$ cat config.mk
export PLATFORM = sky130hd
export DESIGN_NAME = calpoc_button_conditioner
export DESIGN_NICKNAME = d
export VERILOG_FILES = /design/src/rtl/calpoc_button_conditioner.sv
export SDC_FILE = /design/constraint.sdc
export NUM_CORES = 1
export LEC_CHECK = 0
export CAP_MARGIN = 10
export CORE_UTILIZATION = 38
export CTS_BUF_LIST = sky130_fd_sc_hd__clkbuf_2 sky130_fd_sc_hd__clkbuf_4 sky130_fd_sc_hd__clkbuf_8
export DETAILED_ROUTE_END_ITERATION = 8
export SLEW_MARGIN = 20
export SYNTH_ARGS = -nofsm -noshare
export SYNTH_HDL_FRONTEND = slang
export SYNTH_SLANG_ARGS = --single-unit
$ cat constraint.sdc
create_clock -name CLK -period 3.1 [get_ports CLK]
set_clock_uncertainty 0.05 [all_clocks]
set_input_delay 0.62 -clock CLK [delete_from_list [all_inputs] [get_ports CLK]]
set_output_delay 0.62 -clock CLK [all_outputs]
set_load 0.02 [all_outputs]
$ cat src/rtl/calpoc_button_conditioner.sv
// Conditions six raw push-buttons into single-cycle press pulses for the calculator FSM:
// 2-flop synchroniser, counter debounce, rising-edge detect and a single-key rollover lockout.
module calpoc_button_conditioner #(
  parameter int DEBOUNCE_CYCLES = 4,
  parameter int CNT_W           = 20
) (
  input  logic       CLK,
  input  logic       RST_N,
  input  logic       RawButton1,
  input  logic       RawButton0,
  input  logic       RawButtonOR,
  input  logic       RawButtonXOR,
  input  logic       RawButtonEquals,
  input  logic       RawButtonClear,
  output logic       ButtonFor1,
  output logic       ButtonFor0,
  output logic       ButtonForOR,
  output logic       ButtonForXOR,
  output logic       ButtonForEquals,
  output logic       ButtonForClear,
  output logic [2:0] KeyCode,
  output logic       KeyValid
);

  localparam int NB = 6;
  localparam logic [CNT_W-1:0] CNT_LAST = CNT_W'(DEBOUNCE_CYCLES - 1);

  typedef enum logic {
    S_IDLE,
    S_HELD
  } state_t;

  // Bit index of each button equals its KeyCode.
  logic [NB-1:0] w_raw;
  logic [NB-1:0] w_deb;
  logic [NB-1:0] w_rise;
  logic [NB-1:0] r_deb_prev;

  state_t        r_state;
  state_t        w_state_next;
  logic [NB-1:0] r_pulse;
  logic [NB-1:0] w_pulse_next;
  logic [2:0]    r_key_code;
  logic [2:0]    w_key_code_next;
  logic          r_key_valid;

  assign w_raw = {RawButtonClear, RawButtonEquals, RawButtonXOR,
                  RawButtonOR, RawButton1, RawButton0};

  genvar gi;
  generate
    for (gi = 0; gi < NB; gi++) begin : g_btn
      logic             r_sync1;
      logic             r_sync2;
      logic             r_deb;
      logic [CNT_W-1:0] r_cnt;

      always_ff @(posedge CLK or negedge RST_N) begin
        if (!RST_N) begin
          r_sync1 <= 1'b0;
          r_sync2 <= 1'b0;
          r_deb   <= 1'b0;
          r_cnt   <= '0;
        end else begin
          r_sync1 <= w_raw[gi];
          r_sync2 <= r_sync1;
          // Any return to the accepted level restarts the qualification window.
          if (r_sync2 == r_deb) begin
            r_cnt <= '0;
          end else if (r_cnt == CNT_LAST) begin
            r_deb <= r_sync2;
            r_cnt <= '0;
          end else begin
            r_cnt <= r_cnt + CNT_W'(1);
          end
        end
      end

      assign w_deb[gi] = r_deb;
    end
  endgenerate

  assign w_rise = w_deb & ~r_deb_prev;

  always_ff @(posedge CLK or negedge RST_N) begin
    if (!RST_N) begin
      r_deb_prev  <= '0;
      r_state     <= S_IDLE;
      r_pulse     <= '0;
      r_key_code  <= 3'd0;
      r_key_valid <= 1'b0;
    end else begin
      r_deb_prev  <= w_deb;
      r_state     <= w_state_next;
      r_pulse     <= w_pulse_next;
      r_key_code  <= w_key_code_next;
      r_key_valid <= |w_pulse_next;
    end
  end

  always_comb begin
    w_state_next    = r_state;
    w_pulse_next    = '0;
    w_key_code_next = r_key_code;
    case (r_state)
      S_IDLE: begin
        if (|w_rise) begin
          w_state_next = S_HELD;
          // Priority is Clear > Equals > XOR > OR > 0 > 1; losers are dropped.
          if (w_rise[5]) begin
            w_pulse_next[5] = 1'b1;
            w_key_code_next = 3'd5;
          end else if (w_rise[4]) begin
            w_pulse_next[4] = 1'b1;
            w_key_code_next = 3'd4;
          end else if (w_rise[3]) begin
            w_pulse_next[3] = 1'b1;
            w_key_code_next = 3'd3;
          end else if (w_rise[2]) begin
            w_pulse_next[2] = 1'b1;
            w_key_code_next = 3'd2;
          end else if (w_rise[0]) begin
            w_pulse_next[0] = 1'b1;
            w_key_code_next = 3'd0;
          end else begin
            w_pulse_next[1] = 1'b1;
            w_key_code_next = 3'd1;
          end
        end
      end
      S_HELD: begin
        if (~|w_deb) begin
          w_state_next = S_IDLE;
        end
      end
      default: w_state_next = S_IDLE;
    endcase
  end

  assign ButtonFor0      = r_pulse[0];
  assign ButtonFor1      = r_pulse[1];
  assign ButtonForOR     = r_pulse[2];
  assign ButtonForXOR    = r_pulse[3];
  assign ButtonForEquals = r_pulse[4];
  assign ButtonForClear  = r_pulse[5];
  assign KeyCode         = r_key_code;
  assign KeyValid        = r_key_valid;

endmodule

Yosys cells after proc, flatten, opt, wreduce, memory -nomap -nowiden
Index checks and enable logic that the tools add are counted.
Operators by class
  add/sub/neg operators: 6
  equality and inequality tests: 12
  muxes and demuxes: 32
  bitwise gates (word level): 9
  reduce and logical (&&, ||, !) cells: 10
Operator list (number)
  2-to-1 mux 20 bit: 12
  adder 20 x 1 -> 20 bit, second input constant: 6
  == test 20 x 2 -> 1 bit, second input constant: 6
  OR reduction 6 bit: 3
  AND reduction 2 bit: 7
  2-to-1 mux 6 bit: 2
  2-to-1 mux 1 bit: 9
  2-to-1 mux 3 bit: 3
  NOT 1 bit: 7
  AND 6 bit: 1
  == test 1 bit: 6
  2-to-1 mux 2 bit: 3
  NOT 6 bit: 1
  2-to-1 mux 5 bit: 1
  2-to-1 mux 4 bit: 1
  one-hot mux 1 bit (2 select lines): 1
Storage, ports and cells
  register bits after elaboration: 155
  input port bits: 8
  output and inout port bits: 10
  logic and storage cells: 98

Depth between registers and ports, before layout
  word-level depth: 10
  gate-level depth with buffers: 6
  depth with buffers taken out: 5

Least setup slack after synthesis
No wires, ideal clock.
  kind: register to register
  from: register g_btn[4].r_cnt[0]
  to: register g_btn[4].r_cnt[18]
  setup time: 0.079 ns
  arrival time: 1.911 ns
  required time: 2.971 ns
  setup slack: 1.060 ns
  cell stages (with the launch flop): 7
  buffers on the path: 1
  cell sequence: dfrtp_1 ha_1 nand4_1 or3_1 clkbuf_1 or4_1 a21oi_1
Between the ends
  cells in the longest elaborated chain, start to end: 3
  elaborated cells between the ends (all ways): 4
  those cells by class: 1 x add/sub; 1 x eq/ne; 2 x mux
Ends and longest elaborated chain
  start: declaration: RTL line 56  | logic [CNT_W-1:0] r_cnt;
  start signal: assignment: RTL line 74  | r_cnt <= r_cnt + CNT_W'(1);
  adder 20 x 1 -> 20 bit or == test 20 x 2 -> 1 bit (tied branches): RTL line 74, 70
  2-to-1 mux 20 bit (*): RTL line 70  | end else if (r_cnt == CNT_LAST) begin
  2-to-1 mux 20 bit (*): RTL line 68  | if (r_sync2 == r_deb) begin
Mark *: on every way between the ends. The rest lies on a longest branch, timed or not.
A chain may end at the register's enable or synchronous reset.

Worst setup path in the final report
Same ends and word-level chain as after synthesis.

==> results.sh <==
export IMPL_wl_um=13700
export IMPL_grt_pass1_vias=4907
export IMPL_synth_cell_types=39
export IMPL_clkSinkCount=155
export IMPL_synth_ff_type="dfrtp_1"
export IMPL_avgRoutedWirePerCell_um=13.7
export IMPL_synth_edf_count=0
export IMPL_hold_viol_final=0
export IMPL_worstPathRequired_ns=3.43
export IMPL_r2r_start="g_btn[4].r_cnt[0]"
export IMPL_post_cts_resized=0
export IMPL_crit_path_end_kind="flop"
export IMPL_switchingPower_uw=1620
export IMPL_final_layout_size_suffix_gt1_share_pct=7.68
export IMPL_worstMarginPinSlew_ns=0.895
export IMPL_cts_buffers=17
export IMPL_max_freq_mhz=466
export IMPL_viasPerCell=5.13
export IMPL_multi_input_area_sq_um=3220
export IMPL_path_clk_slew_ns=0.09
export IMPL_power_density_nw_per_um2=637
export IMPL_port_buffers=17
export IMPL_syn2layout_area_growth_pct=13.1
export IMPL_cp_num_buf_inv=0
export IMPL_antenna_cells=0
export IMPL_root_buffer="clkbuf_8"
export IMPL_avgSynthCellArea_sq_um=10.0
export IMPL_crit_family="simple AND/OR/NAND/NOR gates"
export IMPL_ant_nets=0
export IMPL_power_leakage_uw=0.00331
export IMPL_design_core_area_sq_um=18700
export IMPL_p_comb_share_pct=19.5
export IMPL_outcome="finished clean"
export IMPL_io_pins=18
export IMPL_firstDrtPassIters=4
export IMPL_slowest_stage="or4_1"
export IMPL_worstReg2RegEnd="g_btn[4].r_cnt[18]"
export IMPL_fin_crit_ns=2.15
export IMPL_worstSkewPairLatency_ns=0.45
export IMPL_seq_area_sq_um=3880
export IMPL_crit_path_max_fanout=5
export IMPL_syn_nets=738
export IMPL_drv_cap=0
export IMPL_h_tree_depth=4
export IMPL_postSynthCellCount=724
export IMPL_relSlewSlack_pct=39.8
export IMPL_synth_area_sq_um=7270
export IMPL_hold_class="input port to asynchronous set/reset pin"
export IMPL_fin_util_pct=44.0
export IMPL_yosysWarnings=0
export IMPL_die_area_sq_um=19700
export IMPL_crit_arrival_ns=2.48
export IMPL_die_height_um=140
export IMPL_nets=769
export IMPL_r2r_slack_ns=0.95
export IMPL_synth_seq_cells=155
export IMPL_p_clk_share_pct=33.7
export IMPL_dieWidth_um=140
export IMPL_drc=0
export IMPL_drtIter0Drc=231
export IMPL_gp_congestion=0.805
export IMPL_max_stage_delay_ns=0.52
export IMPL_grt_overflow=0
export IMPL_worst_r2r_path_depth=5
export IMPL_rsz0062_at_grt="false"
export IMPL_final_cell_mix="dfrtp_1, nor2_1, xnor2_1, nor4_1, nand3_1"
export IMPL_dpl_hpwl_um=9530
export IMPL_cts_setup_buffers=0
export IMPL_worst_setup_path_start_kind="flop"
export IMPL_grt_first_pass_wirelength_um=24000
export IMPL_p_sw_share_pct=30.9
export IMPL_hold_buffers=0
export IMPL_p_seq_share_pct=46.8
export IMPL_cts_tree="yes"
export IMPL_path_cells="ha_1 > nand4_1 > or3_1 > or4_1 > a21oi_1"
export IMPL_tns_ns=0
export IMPL_seq_area_frac_synth_pct=53.3
export IMPL_crit_type="flop to flop"
export IMPL_setup_viol=0
export IMPL_rows=50
export IMPL_antenna_found_initial=0
export IMPL_finalCritPeriodShare_pct=69.2
export IMPL_fillers=1789
export IMPL_irDropWorstVdd_mv=0.322
export IMPL_slew_violations=0
export IMPL_initial_core_util_pct=38.9
export IMPL_clk_path_buf_depth=2
export IMPL_grt_max_degree=60
export IMPL_intPower_uw=3620
export IMPL_layout_commonest_cell="dfrtp_1"
export IMPL_synthArstFlopShare_pct=100
export IMPL_vias=5144
export IMPL_grt_usage_pct=15.2
[worst reg2reg max path, stage by stage (launching register included)]
cell and delay, ns:
dfrtp_1 0.41, ha_1 0.24, nand4_1 0.20, or3_1 0.50, or4_1 0.52, a21oi_1 0.15
[area by class of cell]
type	instances	share of cell area (%)
clock buffer	18	3.01
clock inverter	14	2.63
inverter	33	1.51
multi-input combinational	522	39.1
sequential	155	47.1
tap	234	3.56
timing repair buffer	26	3.06
[cells in the mapped netlist, drive strengths merged, types with 3 or more instances]
cell type / instances / area, sq um
mux2i: 3 / 30.0
o31ai: 12 / 90.1
or2: 4 / 25.0
clkbuf: 13 / 48.8
dfrtp: 155 / 3880
xnor2: 65 / 569
or3: 8 / 50.1
nor3: 21 / 105
mux2: 7 / 78.8
ha: 6 / 75.1
a21oi: 24 / 120
nor2b: 3 / 18.8
xor2: 22 / 193
and4: 3 / 26.3
o21ai: 11 / 55.1
nor2: 121 / 454
nand2: 31 / 116
a211oi: 3 / 22.5
nand3: 45 / 225
inv: 33 / 124
nor3b: 5 / 37.5
nor4: 52 / 325
nand2b: 7 / 43.8
and3: 14 / 87.6
nand4: 24 / 201
or4: 20 / 150
[through the flow]
stage                     hold WS [ns]  cells  instance area (sq um)  setup WS, ns  power [uW]
after floorplan                  0.274    724                   7270          1.06        3120
after detailed placement         0.286    970                   7760         0.964        3530
after global placement           0.282    970                   7760          1.03        3530
after CTS                      0.00119   1002                   8230         0.926        5330
after global routing            0.0145   1002                   8230         0.790        5540
final                           0.0203   1002                   8230         0.955        5240
[flip-flops by register name, summed over array words and instances, names as in the netlist]
register	flops
r_deb_prev	6
g_btn.r_sync1	6
g_btn.r_deb	6
g_btn.r_sync2	6
KeyValid	1
KeyCode	3
g_btn.r_cnt	120
r_state	1
r_pulse	6
[cell families (layout without fill, tap and decap cells)]
logic type      after synthesis  count (layout)  share of synthesized area (%)
fa+ha+maj                     6               6                           1.03
mux                          10              10                           1.50
flops                       155             155                           53.3
xor+xnor                     87              87                           10.5
buf+inv                      47              91                           2.44
compound gates               57              57                           5.02
simple gates                362             362                           26.2
[per-layer routing]
| layer | vias up | GRT usage (%) | part of all wire [%] |
|---|---|---|---|
| met3 | 8 | 4.48 | 3.0 |
| met5 | - | 0 | 0 |
| met1 | 2470 | 21.0 | 51 |
| met4 | 0 | 4.34 | 0.77 |
| li1 | 2621 | - | - |
| met2 | 45 | 23.1 | 45 |
[power by group through the flow]
stage / registers (uW) / clock network (uW) / logic, uW
floorplan: 2470 / 0 / 647
global placement: 2490 / 0 / 1040
detailed placement: 2500 / 0 / 1030
CTS: 2460 / 1830 / 1040
global route: 2490 / 1900 / 1150
finish: 2450 / 1770 / 1020
[worst max path at each step]
stage                           start                  to  slack, ns  cells after the start
floorplan           g_btn[4].r_cnt[0]  g_btn[4].r_cnt[18]       1.06                      6
global placement    g_btn[4].r_cnt[0]  g_btn[4].r_cnt[18]       1.03                      5
detailed placement  g_btn[4].r_cnt[0]  g_btn[4].r_cnt[18]       0.96                      5
CTS                        KeyCode[0]          KeyCode[0]       0.93                      1
global route        g_btn[4].r_cnt[0]  g_btn[4].r_cnt[18]       0.79                      5
finish              g_btn[4].r_cnt[0]  g_btn[4].r_cnt[18]       0.95                      5
Power figures use the tool's default switching activity.
==> variant (config.mk and constraints unchanged) <==
The parameter `CNT_W` goes from 20 to 10.
--- a/src/rtl/calpoc_button_conditioner.sv
+++ b/src/rtl/calpoc_button_conditioner.sv
@@ -3,5 +3,5 @@
 module calpoc_button_conditioner #(
   parameter int DEBOUNCE_CYCLES = 4,
-  parameter int CNT_W           = 20
+  parameter int CNT_W           = 10
 ) (
   input  logic       CLK,
Behaviour: no difference found for any inputs over 10 cycles, from zero or initial values and one cycle with RST_N low; that may be too few to reach the edited logic, so the function may still have changed.
==> variant against the unedited design <==
Sequential power shrank 34%. Routed wire length shrank 56%. Cell count shrank 48%. Total power shrank 41%. Setup slack gained 0.14 ns. Design area shrank 45%. Sequential cell count shrank 60. Synthesized area shrank 46%. Critical path type is now reg -> out. Critical endpoint is now KeyCode[2].
==> variant: results (changes against the unedited design) <==
Setup TNS=0 ns (unchanged); status=finished, final reports clean; peak supply drop=330 uV (+2.4%); NumNets Final=393 (-49%); Worst Path Arrival=1.34 ns (-1.14 ns); RD Place Congestion=0.775 (-3.7%); CTS clk-pin slew, worst paths=0.09 ns (about the same); Post-DP HPWL=4150 um (-56%); clock root buffer=clkbuf_8; # resized after CTS=0 (unchanged); combinational share of power=21.5% (+2.0 points); Finished Layout Cells=517 (-48%); Area contributors post-synth=dfrtp_1 (60%), xor2_1 (7.1%), nor2_1 (6.8%); Place WS=1.36 ns (+0.397 ns); Synth top area share=60.1% (+6.8 points); post-synthesis sequential area ratio=60.1% (+6.8 points); first-pass GRT wire length=11500 um (-52%); Post-CTS Setup Bufs=0 (unchanged); fraction of registers with async set/reset=100% (unchanged); slowest stage cell, crit path=clkdlybuf4s50_1; slowest stage delay, CP=0.61 ns (+0.09 ns); hold_buf cts=0 (unchanged); share of layout cells above drive strength 1=6.51% (-1.2 points); Overall Global Routing Usage=13.2% (-2.0 points); Leak=0.00194 uW (-41%); largest net degree at the start of global routing=54 (-10%); mean post-synth cell area=11.2 um2 (+12%); crit path max fanout=2 (-3); DRT Wirelength=6010 um (-56%); cell area after placement=4300 um2 (-45%); Inst Count DP=501 (-48%); Final Hold Viols=0 (unchanged); Iteration-0 DRC Markers=146 (-37%); fillers=931 (-48%); ant diodes=0 (unchanged); via count of the routed design=2499 (-51%); Worst path top cell family by delay=buffers and inverters; Hold Path Class=in -> async; Synth Flop Type=dfrtp_1; Biggest register=g_btn.r_cnt; TritonCTS buffer count=9 (-8); count of different cell masters after synthesis=31 (-21%); Synth Net Count=366 (-50%); EDFF count, synth=0 (unchanged); Buffers on Ports=17 (unchanged); Internal Power=2110 uW (-42%); top cell types by occurrence after synthesis=dfrtp_1 (95), nor2_1 (72), xor2_1 (32); worst-skew pair later-pin latency=0.36 ns (-0.09 ns); H-tree levels=3 (-1); max reg flops=60 (-50%); Clk network pwr share=25.9% (-7.8 points); vias in the first global route=2561 (-48%); initial antenna violation count=0 (unchanged); P_comb=663 uW (-35%); Ys Warns=0 (unchanged); CTS max path bufs=2 (unchanged); R2R depth=5 (unchanged); drt pass-1 iters=4 (unchanged); Worst Max-Slew Pin Slew=0.545 ns (-0.350 ns)
variant: worst paths after layout:
path / start / endpoint / slack, ns
hold reg to reg: g_btn[4].r_sync1$_DFF_PN0_ / g_btn[4].r_sync2$_DFF_PN0_ / 0.29
max in group asynchronous: RST_N / g_btn[0].r_sync1$_DFF_PN0_ / 2.14
min in group CLK: g_btn[4].r_sync1$_DFF_PN0_ / g_btn[4].r_sync2$_DFF_PN0_ / 0.29
hold / removal: RST_N / g_btn[4].r_cnt[6]$_DFF_PN0_ / 0.20
setup / recovery: KeyCode[2]$_DFFE_PN0P_ / KeyCode[2] / 1.09
setup reg to reg: g_btn[0].r_cnt[0]$_DFF_PN0_ / g_btn[0].r_cnt[4]$_DFF_PN0_ / 1.37
variant: final cells by class:
type / count / area [um2] / area share, %
Sequential cell: 95 / 2380 / 52.9
Multi-Input combinational cell: 247 / 1540 / 34.2
Timing Repair Buffer: 18 / 188 / 4.17
Tap cell: 133 / 166 / 3.70
Clock buffer: 11 / 139 / 3.09
Clock inverter: 5 / 58.8 / 1.31
Inverter: 8 / 30.0 / 0.668
variant: cell families (layout without fill, tap and decap cells):
family / after synthesis / count (layout) / share of synthesized area [%]
compound gates: 6 / 6 / 1.23
buf+inv: 10 / 42 / 1.01
xor+xnor: 54 / 54 / 12.0
simple gates: 175 / 175 / 22.1
mux: 6 / 6 / 1.71
fa+ha+maj: 6 / 6 / 1.90
flops: 95 / 95 / 60.1
variant: metal layers:
| layer | up-vias | global-route usage [%] | routed length, um |
|---|---|---|---|
| li1 | 1238 | - | - |
| met1 | 1216 | 16.8 | 3000 |
| met2 | 41 | 21.1 | 2700 |
| met3 | 4 | 4.82 | 263 |
| met4 | 0 | 3.98 | 46 |
| met5 | - | 0 | 0 |
